==> src/rtl/uart_pkg.sv <==
// uart_pkg: shared types and constants for the uart block.
//   rx_state_e    : receive FSM states (IDLE/START/DATA/STOP)
//   DIV_WIDTH_DEF : default width of the bit-period divider input
package uart_pkg;

  localparam int unsigned DIV_WIDTH_DEF  = 16;
  localparam int unsigned DATA_WIDTH_DEF = 8;

  typedef enum logic [1:0] {
    RX_IDLE  = 2'd0,
    RX_START = 2'd1,
    RX_DATA  = 2'd2,
    RX_STOP  = 2'd3
  } rx_state_e;

endpackage

==> src/rtl/uart_sync.sv <==
// uart_sync: two-flop synchroniser for an asynchronous single-bit input.
//   clk_i  : destination clock
//   rst_ni : async reset, low-active; both flops load RESET_VAL
//   d_i    : asynchronous input
//   q_o    : synchronised output (two clock latency)
module uart_sync #(
  parameter logic RESET_VAL = 1'b1
) (
  input  logic clk_i,
  input  logic rst_ni,
  input  logic d_i,
  output logic q_o
);

  logic meta_q;
  logic sync_q;

  always_ff @(posedge clk_i or negedge rst_ni) begin
    if (!rst_ni) begin
      meta_q <= RESET_VAL;
      sync_q <= RESET_VAL;
    end else begin
      meta_q <= d_i;
      sync_q <= meta_q;
    end
  end

  assign q_o = sync_q;

endmodule

==> src/rtl/uart_rx.sv <==
// uart_rx: 8N1 UART receiver with a valid/ready output and error pulses.
//   main_clk_i    : clock
//   main_rst_an_i : async reset, low-active
//   en_i          : receiver enable; low aborts any frame in progress
//   clkdiv_i      : clocks per bit minus 1 (>= 3); change only while idle
//   rx_i          : asynchronous serial line, idle high
//   rx_data_o     : received byte, held while rx_valid_o is high
//   rx_valid_o    : byte available; cleared on rx_valid_o & rx_ready_i
//   rx_ready_i    : consumer ready
//   frame_err_o   : 1-cycle pulse, stop bit sampled low (byte dropped)
//   overrun_o     : 1-cycle pulse, good byte dropped because output was full
//   busy_o        : receiver FSM not idle
module uart_rx
  import uart_pkg::*;
#(
  parameter int unsigned DIV_WIDTH  = DIV_WIDTH_DEF,
  parameter int unsigned DATA_WIDTH = DATA_WIDTH_DEF
) (
  input  logic                  main_clk_i,
  input  logic                  main_rst_an_i,
  input  logic                  en_i,
  input  logic [DIV_WIDTH-1:0]  clkdiv_i,
  input  logic                  rx_i,
  output logic [DATA_WIDTH-1:0] rx_data_o,
  output logic                  rx_valid_o,
  input  logic                  rx_ready_i,
  output logic                  frame_err_o,
  output logic                  overrun_o,
  output logic                  busy_o
);

  localparam int unsigned IDX_W = $clog2(DATA_WIDTH) + 1;

  logic                  rxs;
  logic                  rxs_q;
  rx_state_e             state_q, state_d;
  logic [DIV_WIDTH-1:0]  cnt_q, cnt_d;
  logic [IDX_W-1:0]      idx_q, idx_d;
  logic [DATA_WIDTH-1:0] shreg_q, shreg_d;
  logic [DATA_WIDTH-1:0] data_q, data_d;
  logic                  valid_q, valid_d;
  logic                  ferr_q, ferr_d;
  logic                  ovr_q, ovr_d;
  logic                  tick;

  uart_sync #(
    .RESET_VAL (1'b1)
  ) u_sync (
    .clk_i  (main_clk_i),
    .rst_ni (main_rst_an_i),
    .d_i    (rx_i),
    .q_o    (rxs)
  );

  assign tick = (cnt_q == '0);

  always_ff @(posedge main_clk_i or negedge main_rst_an_i) begin
    if (!main_rst_an_i) begin
      rxs_q   <= 1'b1;
      state_q <= RX_IDLE;
      cnt_q   <= '0;
      idx_q   <= '0;
      shreg_q <= '0;
      data_q  <= '0;
      valid_q <= 1'b0;
      ferr_q  <= 1'b0;
      ovr_q   <= 1'b0;
    end else begin
      rxs_q   <= rxs;
      state_q <= state_d;
      cnt_q   <= cnt_d;
      idx_q   <= idx_d;
      shreg_q <= shreg_d;
      data_q  <= data_d;
      valid_q <= valid_d;
      ferr_q  <= ferr_d;
      ovr_q   <= ovr_d;
    end
  end

  always_comb begin
    state_d = state_q;
    cnt_d   = cnt_q;
    idx_d   = idx_q;
    shreg_d = shreg_q;
    data_d  = data_q;
    // Accept clears valid; a byte landing this cycle overrides below.
    valid_d = valid_q & ~rx_ready_i;
    ferr_d  = 1'b0;
    ovr_d   = 1'b0;

    if (!en_i) begin
      state_d = RX_IDLE;
    end else begin
      unique case (state_q)
        RX_IDLE: begin
          // Edge detect only: a line held low (break) never retriggers.
          if (!rxs && rxs_q) begin
            cnt_d   = clkdiv_i >> 1;
            state_d = RX_START;
          end
        end
        RX_START: begin
          if (tick) begin
            if (!rxs) begin
              cnt_d   = clkdiv_i;
              idx_d   = '0;
              state_d = RX_DATA;
            end else begin
              state_d = RX_IDLE;
            end
          end else begin
            cnt_d = cnt_q - 1'b1;
          end
        end
        RX_DATA: begin
          if (tick) begin
            shreg_d = {rxs, shreg_q[DATA_WIDTH-1:1]};
            cnt_d   = clkdiv_i;
            idx_d   = idx_q + 1'b1;
            if (idx_q == IDX_W'(DATA_WIDTH - 1)) begin
              state_d = RX_STOP;
            end
          end else begin
            cnt_d = cnt_q - 1'b1;
          end
        end
        RX_STOP: begin
          if (tick) begin
            state_d = RX_IDLE;
            if (!rxs) begin
              ferr_d = 1'b1;
            end else if (!valid_q || rx_ready_i) begin
              data_d  = shreg_q;
              valid_d = 1'b1;
            end else begin
              ovr_d = 1'b1;
            end
          end else begin
            cnt_d = cnt_q - 1'b1;
          end
        end
        default: state_d = RX_IDLE;
      endcase
    end
  end

  assign rx_data_o   = data_q;
  assign rx_valid_o  = valid_q;
  assign frame_err_o = ferr_q;
  assign overrun_o   = ovr_q;
  assign busy_o      = (state_q != RX_IDLE);

endmodule

==> config.mk <==
export PLATFORM = sky130hd
export DESIGN_NAME = uart_rx
export DESIGN_NICKNAME = d
export VERILOG_FILES = /design/src/rtl/uart_pkg.sv /design/src/rtl/uart_sync.sv /design/src/rtl/uart_rx.sv
export SDC_FILE = /design/constraint.sdc
export NUM_CORES = 1
export LEC_CHECK = 0
export CORE_ASPECT_RATIO = 0.7
export CORE_MARGIN = 3
export CORE_UTILIZATION = 25
export DETAILED_ROUTE_END_ITERATION = 12
export DONT_BUFFER_PORTS = 1
export PLACE_DENSITY_LB_ADDON = 0.08
export SYNTH_ARGS = -nofsm -noshare
export SYNTH_HDL_FRONTEND = slang
export SYNTH_SLANG_ARGS = --single-unit
export TNS_END_PERCENT = 100
==> constraint.sdc <==
create_clock -name main_clk_i -period 6.15 [get_ports main_clk_i]
set_input_delay 0.3075 -clock main_clk_i [delete_from_list [all_inputs] [get_ports main_clk_i]]
set_output_delay 0.3075 -clock main_clk_i [all_outputs]
set_load 0.03 [all_outputs]
Word-level counts from Yosys, hierarchy flattened --
Cells that the tools add are included.
Operators by class: add/sub/neg operators 2, eq/ne operators 15, multiplexer cells 32, bitwise operators 2, reductions and logical operators 13
Operators by type and width (count):
- 16-bit 2-to-1 mux | 5
- 16-bit one-hot mux with 4 select lines | 1
- 3-bit != test, second input constant | 6
- 16-bit zero test | 1
- 16-bit by 1-bit subtractor with 16-bit output, second input constant | 1
- 5-bit AND reduction | 3
- 1-bit 2-to-1 mux | 14
- 2-bit 2-to-1 mux | 7
- 4-bit 2-to-1 mux | 3
- 2-bit != test, second input constant | 5
- 2-bit one-hot mux with 4 select lines | 1
- 4-bit one-hot mux with 2 select lines | 1
- 4-bit by 1-bit adder with 4-bit output, second input constant | 1
- 2-bit equality test, second input constant | 2
- 4-bit by 3-bit equality test with 1-bit output, second input constant | 1
- 4-bit AND reduction | 1
- 2-bit nonzero test | 2
- 3-bit AND reduction | 1
- 2-bit by 1-bit equality test with 1-bit output, second input constant | 1
- 1-bit zero test | 2
- 2-bit zero test | 1
- 1-bit bitwise AND | 1
- 1-bit logical AND | 1
- 1-bit logical OR | 1
- 1-bit inverter | 1
Word-level totals: register bits 44, input bits 21, word-level logic and storage cells 75

Depth between registers and ports, before layout --
depth in word-level cells 7, depth in mapped cells 9, depth with buffers taken out 7

Modules after synthesis --
A second synthesis with hierarchy kept.
Unflattened totals: cell total of the unflattened synthesis 279, area total of the unflattened synthesis 2753.9 µm²
By module, submodules not included:
- uart_rx | times used 1, cells an instance 277, area an instance 2701.3 µm²
- uart_sync | times used 1, cells an instance 2, area an instance 52.6 µm²

Worst setup path before layout --
Ideal clock, no wire load.
path kind register to register, start register cnt_q[3], end register cnt_q[8], data arrival time 2068 ps, path slack 3958 ps, cell stages (with the launch flop) 8, buffers on the path 2, period minus slack after synthesis 2192 ps, cell sequence dfrtp_1 > buf_6 > or4_1 > buf_6 > or4_4 > xor2_1 > a21oi_1 > o31a_1
Between the ends: word-level cells in the longest chain between the ends 3, elaborated cells on any way between the ends 9, classes of those cells 1 x add/sub; 2 x eq/ne; 4 x mux; 2 x reduce/logical
Ends and longest elaborated chain:
- start, declared | RTL line uart_rx.sv:37 | logic [DIV_WIDTH-1:0] cnt_q, cnt_d;
- start signal, assigned | RTL line uart_rx.sv:71 | cnt_q <= cnt_d;
- 16-bit by 1-bit subtractor with 16-bit output / 16-bit zero test (equally long branches)
- 16-bit 2-to-1 mux (tied with other cells) | RTL line uart_rx.sv:129 | if (tick) begin
- 16-bit one-hot mux with 4 select lines / 4-bit AND reduction (equally long branches)
Several ways; a longest one is shown, not always the timed one. The select of a mux whose other input is x is not followed. A chain may end at the register's enable or synchronous reset.

Worst setup path after layout --
start register cnt_q[3], end register cnt_q[6]
The elaborated chain is that of the path after synthesis.

==> summary.txt <==
Layout Skew: 0.00601 ns
Synth area leader: dfrtp_1
fin crit share: 0.547
total of max-cap violations: 0
Max-slew headroom: 0.434
sequential share of power: 0.371
synthesized area per cell: 9.77 µm²
Post-synth top cells: 41 x dfrtp_1, 29 x o21ai_0, 18 x nand2_1
largest net degree at the start of global routing: 45
Die W: 132 µm
CTS tree: yes
total wire length: 7830 µm
filler instances: 1129
Clock Root Buffer: clkbuf_16
Nets: 303
GRT Resource Usage Total: 0.128
leakage power: 1.29 nW
clk sinks: 44
Arrival @ worst endpoint: 3.54 ns
CP max FO: 25
register area share after synthesis: 0.401
Die Ht: 93.9 µm
Port Buffers: 0
detailed-route via count: 2191
Routed wire per std cell: 18.5 µm
fin crit period: 3.37 ns
Req. time, crit path: 6.33 ns
critical path type: flip-flop to flip-flop
Core ar.: 10600 µm²
worst hold-check path type: input pin to flip-flop
grt total ovfl: 0
clock latency on the worst-skew pair: 0.29 ns
Post-Syn Area: 2760 µm²
Final WS setup: 2.78 ns
area grow syn2layout: 11.6%
FMAX: 297 MHz
antenna cells: 0
die area: 12300 µm²
Peak VDD IR: 0.000112 V
asr flop ratio synth: 1.00
total CTS buffers: 5
switching power: 0.477 mW
WHS: 0.147 ns
HPWL after DPL: 5390 µm
syn nets: 311
Synth cell types: 54
Ports: 33
clock share of power: 0.269
Vias/cell: 5.18
pre-CTS setup slack: 2.79 ns
Slew Limit Fails: 0
Hold Violations, Final: 0
drt drc: 0
drt first pass iters: 4
worst slew pin tran: 0.846 ns
Worst-path clk slew: 0.07 ns
combinational group share of total power: 0.360
PD cells: 381 nW/µm²
endpoints failing setup: 0
multi-input logic area: 1510 µm²
Power, Total: 1.17 mW
first-pass GRT wire length: 12400 µm
Synth Register Bits: 44
Sw Ratio: 0.407
Placer Congestion: 0.778
final core occ: 0.292
status: finished clean
CTS Buffer Depth: 2
startpoint types: flip-flop
initial antenna violation count: 0
most frequent cell after synthesis: dfrtp_1
Int Power: 0.696 mW
share of cells above drive strength 1: 0.120
Yosys warnings: 0
RSZ-0062 raised after global routing: false
Post-Syn Instances: 282
Initial Utilization: 0.261
vias in the first global route: 2149
main flop type after synthesis: dfrtp_1
Initial DRC Count: 153
element type at the critical path end: flip-flop
row count: 31
Fin Setup TNS: 0 ns
CTS resizes: 0
Final ANT Viol Nets: 0
Seq. cell area: 1100 µm²
area share of the largest cell type after synthesis: 0.372
number of flops mapped to enable cells by yosys: 0
Synth area leaders: dfrtp_1 37%, o21ai_0 5.3%, mux2_1 4.1%
CTS H-tree lvls: 2
## cell families (layout without fill, tap and decap cells)
logic type               Yosys count  after routing  synth area share
AO/OA/AOI/OAI                     86             86             0.217
XOR/XNOR                           6              6            0.0191
adder cells (fa/ha/maj)            8              8            0.0363
buffers and inverters             33             26            0.0527
flip-flops                        44             44             0.401
multiplexers                      24             24            0.0958
AND/OR/NAND/NOR                   81             81             0.178
## state kept, by name, indices dropped and copies added, names as in the netlist
register / count
u_sync.meta_q: 1
rx_data_o: 8
state_q: 2
frame_err_o: 1
overrun_o: 1
shreg_q: 8
u_sync.q_o: 1
rxs_q: 1
rx_valid_o: 1
idx_q: 4
cnt_q: 16
## path summary, 6_finish.rpt
kind / cells past startpoint / from / to / slack (ns)
setup / recovery: 5 / cnt_q[3]$_DFFE_PN0P_ / cnt_q[6]$_DFFE_PN0P_ / 2.78
max in group asynchronous: 2 / main_rst_an_i / rxs_q$_DFF_PN1_ / 5.35
setup reg to reg: 5 / cnt_q[3]$_DFFE_PN0P_ / cnt_q[6]$_DFFE_PN0P_ / 2.78
hold / removal: 1 / en_i / state_q[1]$_DFFE_PN0P_ / 0.15
hold reg to reg: 0 / u_sync.meta_q$_DFF_PN1_ / u_sync.q_o$_DFF_PN1_ / 0.36
min in group asynchronous: 2 / main_rst_an_i / cnt_q[0]$_DFFE_PN0P_ / 0.53
## worst max-delay path, cell delays in order (launching register included)
cell	delay, ns
dfrtp_1	0.48
nor4_4	0.52
nand4_2	0.75
a21oi_1	0.94
o311ai_0	0.24
a32o_1	0.30
## metrics by stage
stage               instances  area, µm²
finish                    423       3080
global route              423       3080
CTS                       422       3070
detailed placement        412       2860
global placement          412       2860
floorplan                 282       2760
## layout by cell type (no fill, tap or decap), types with 4 or more instances in the layout
cell       synthesis  layout
clkbuf_16          0       5
inv_1             14      14
nand4_1            4       4
nor4_1             4       4
nand2_1           18      18
nand2b_1          10      10
nand3_1            6       6
a21oi_1           10      10
a221oi_1           5       5
a32o_1             7       7
mux2_2             9       9
nor2_1            10      10
nor3_1             5       5
mux2_1            10      10
ha_1               8       8
o21ai_0           29      29
o21a_1             6       6
dfrtp_1           41      41
mux2i_1            5       5
## layout make-up
type / count / share of cell area
Sequential cell: 44 / 0.359
Tap cell: 148 / 0.0602
Timing Repair Buffer: 4 / 0.0179
Multi-Input combinational cell: 205 / 0.490
Clock inverter: 3 / 0.0155
Clock buffer: 5 / 0.0407
Inverter: 14 / 0.0171
## power groups by stage
stage                     logic, mW  clock network (mW)  registers (mW)
after floorplan               0.342                   0           0.409
after global placement        0.420                   0           0.440
after detailed placement      0.408                   0           0.437
after CTS                     0.419               0.328           0.433
after global routing          0.472               0.339           0.445
final                         0.423               0.315           0.436
## what timing repair did
| item | in CTS | in global routing |
|---|---|---|
| hold buffers | 2 | 1 |
| setup buffers | 0 | 0 |
| endpoints found under the hold margin | 44 | 1 |
## routing by layer
metal,vias to the layer above,share of wire,global-route usage
met5,-,0,0
met4,0,0.0050,0.0262
met3,2,0.054,0.0375
met2,60,0.39,0.171
met1,1086,0.55,0.200
li1,1043,-,-
(Power assumes the default switching activity.)
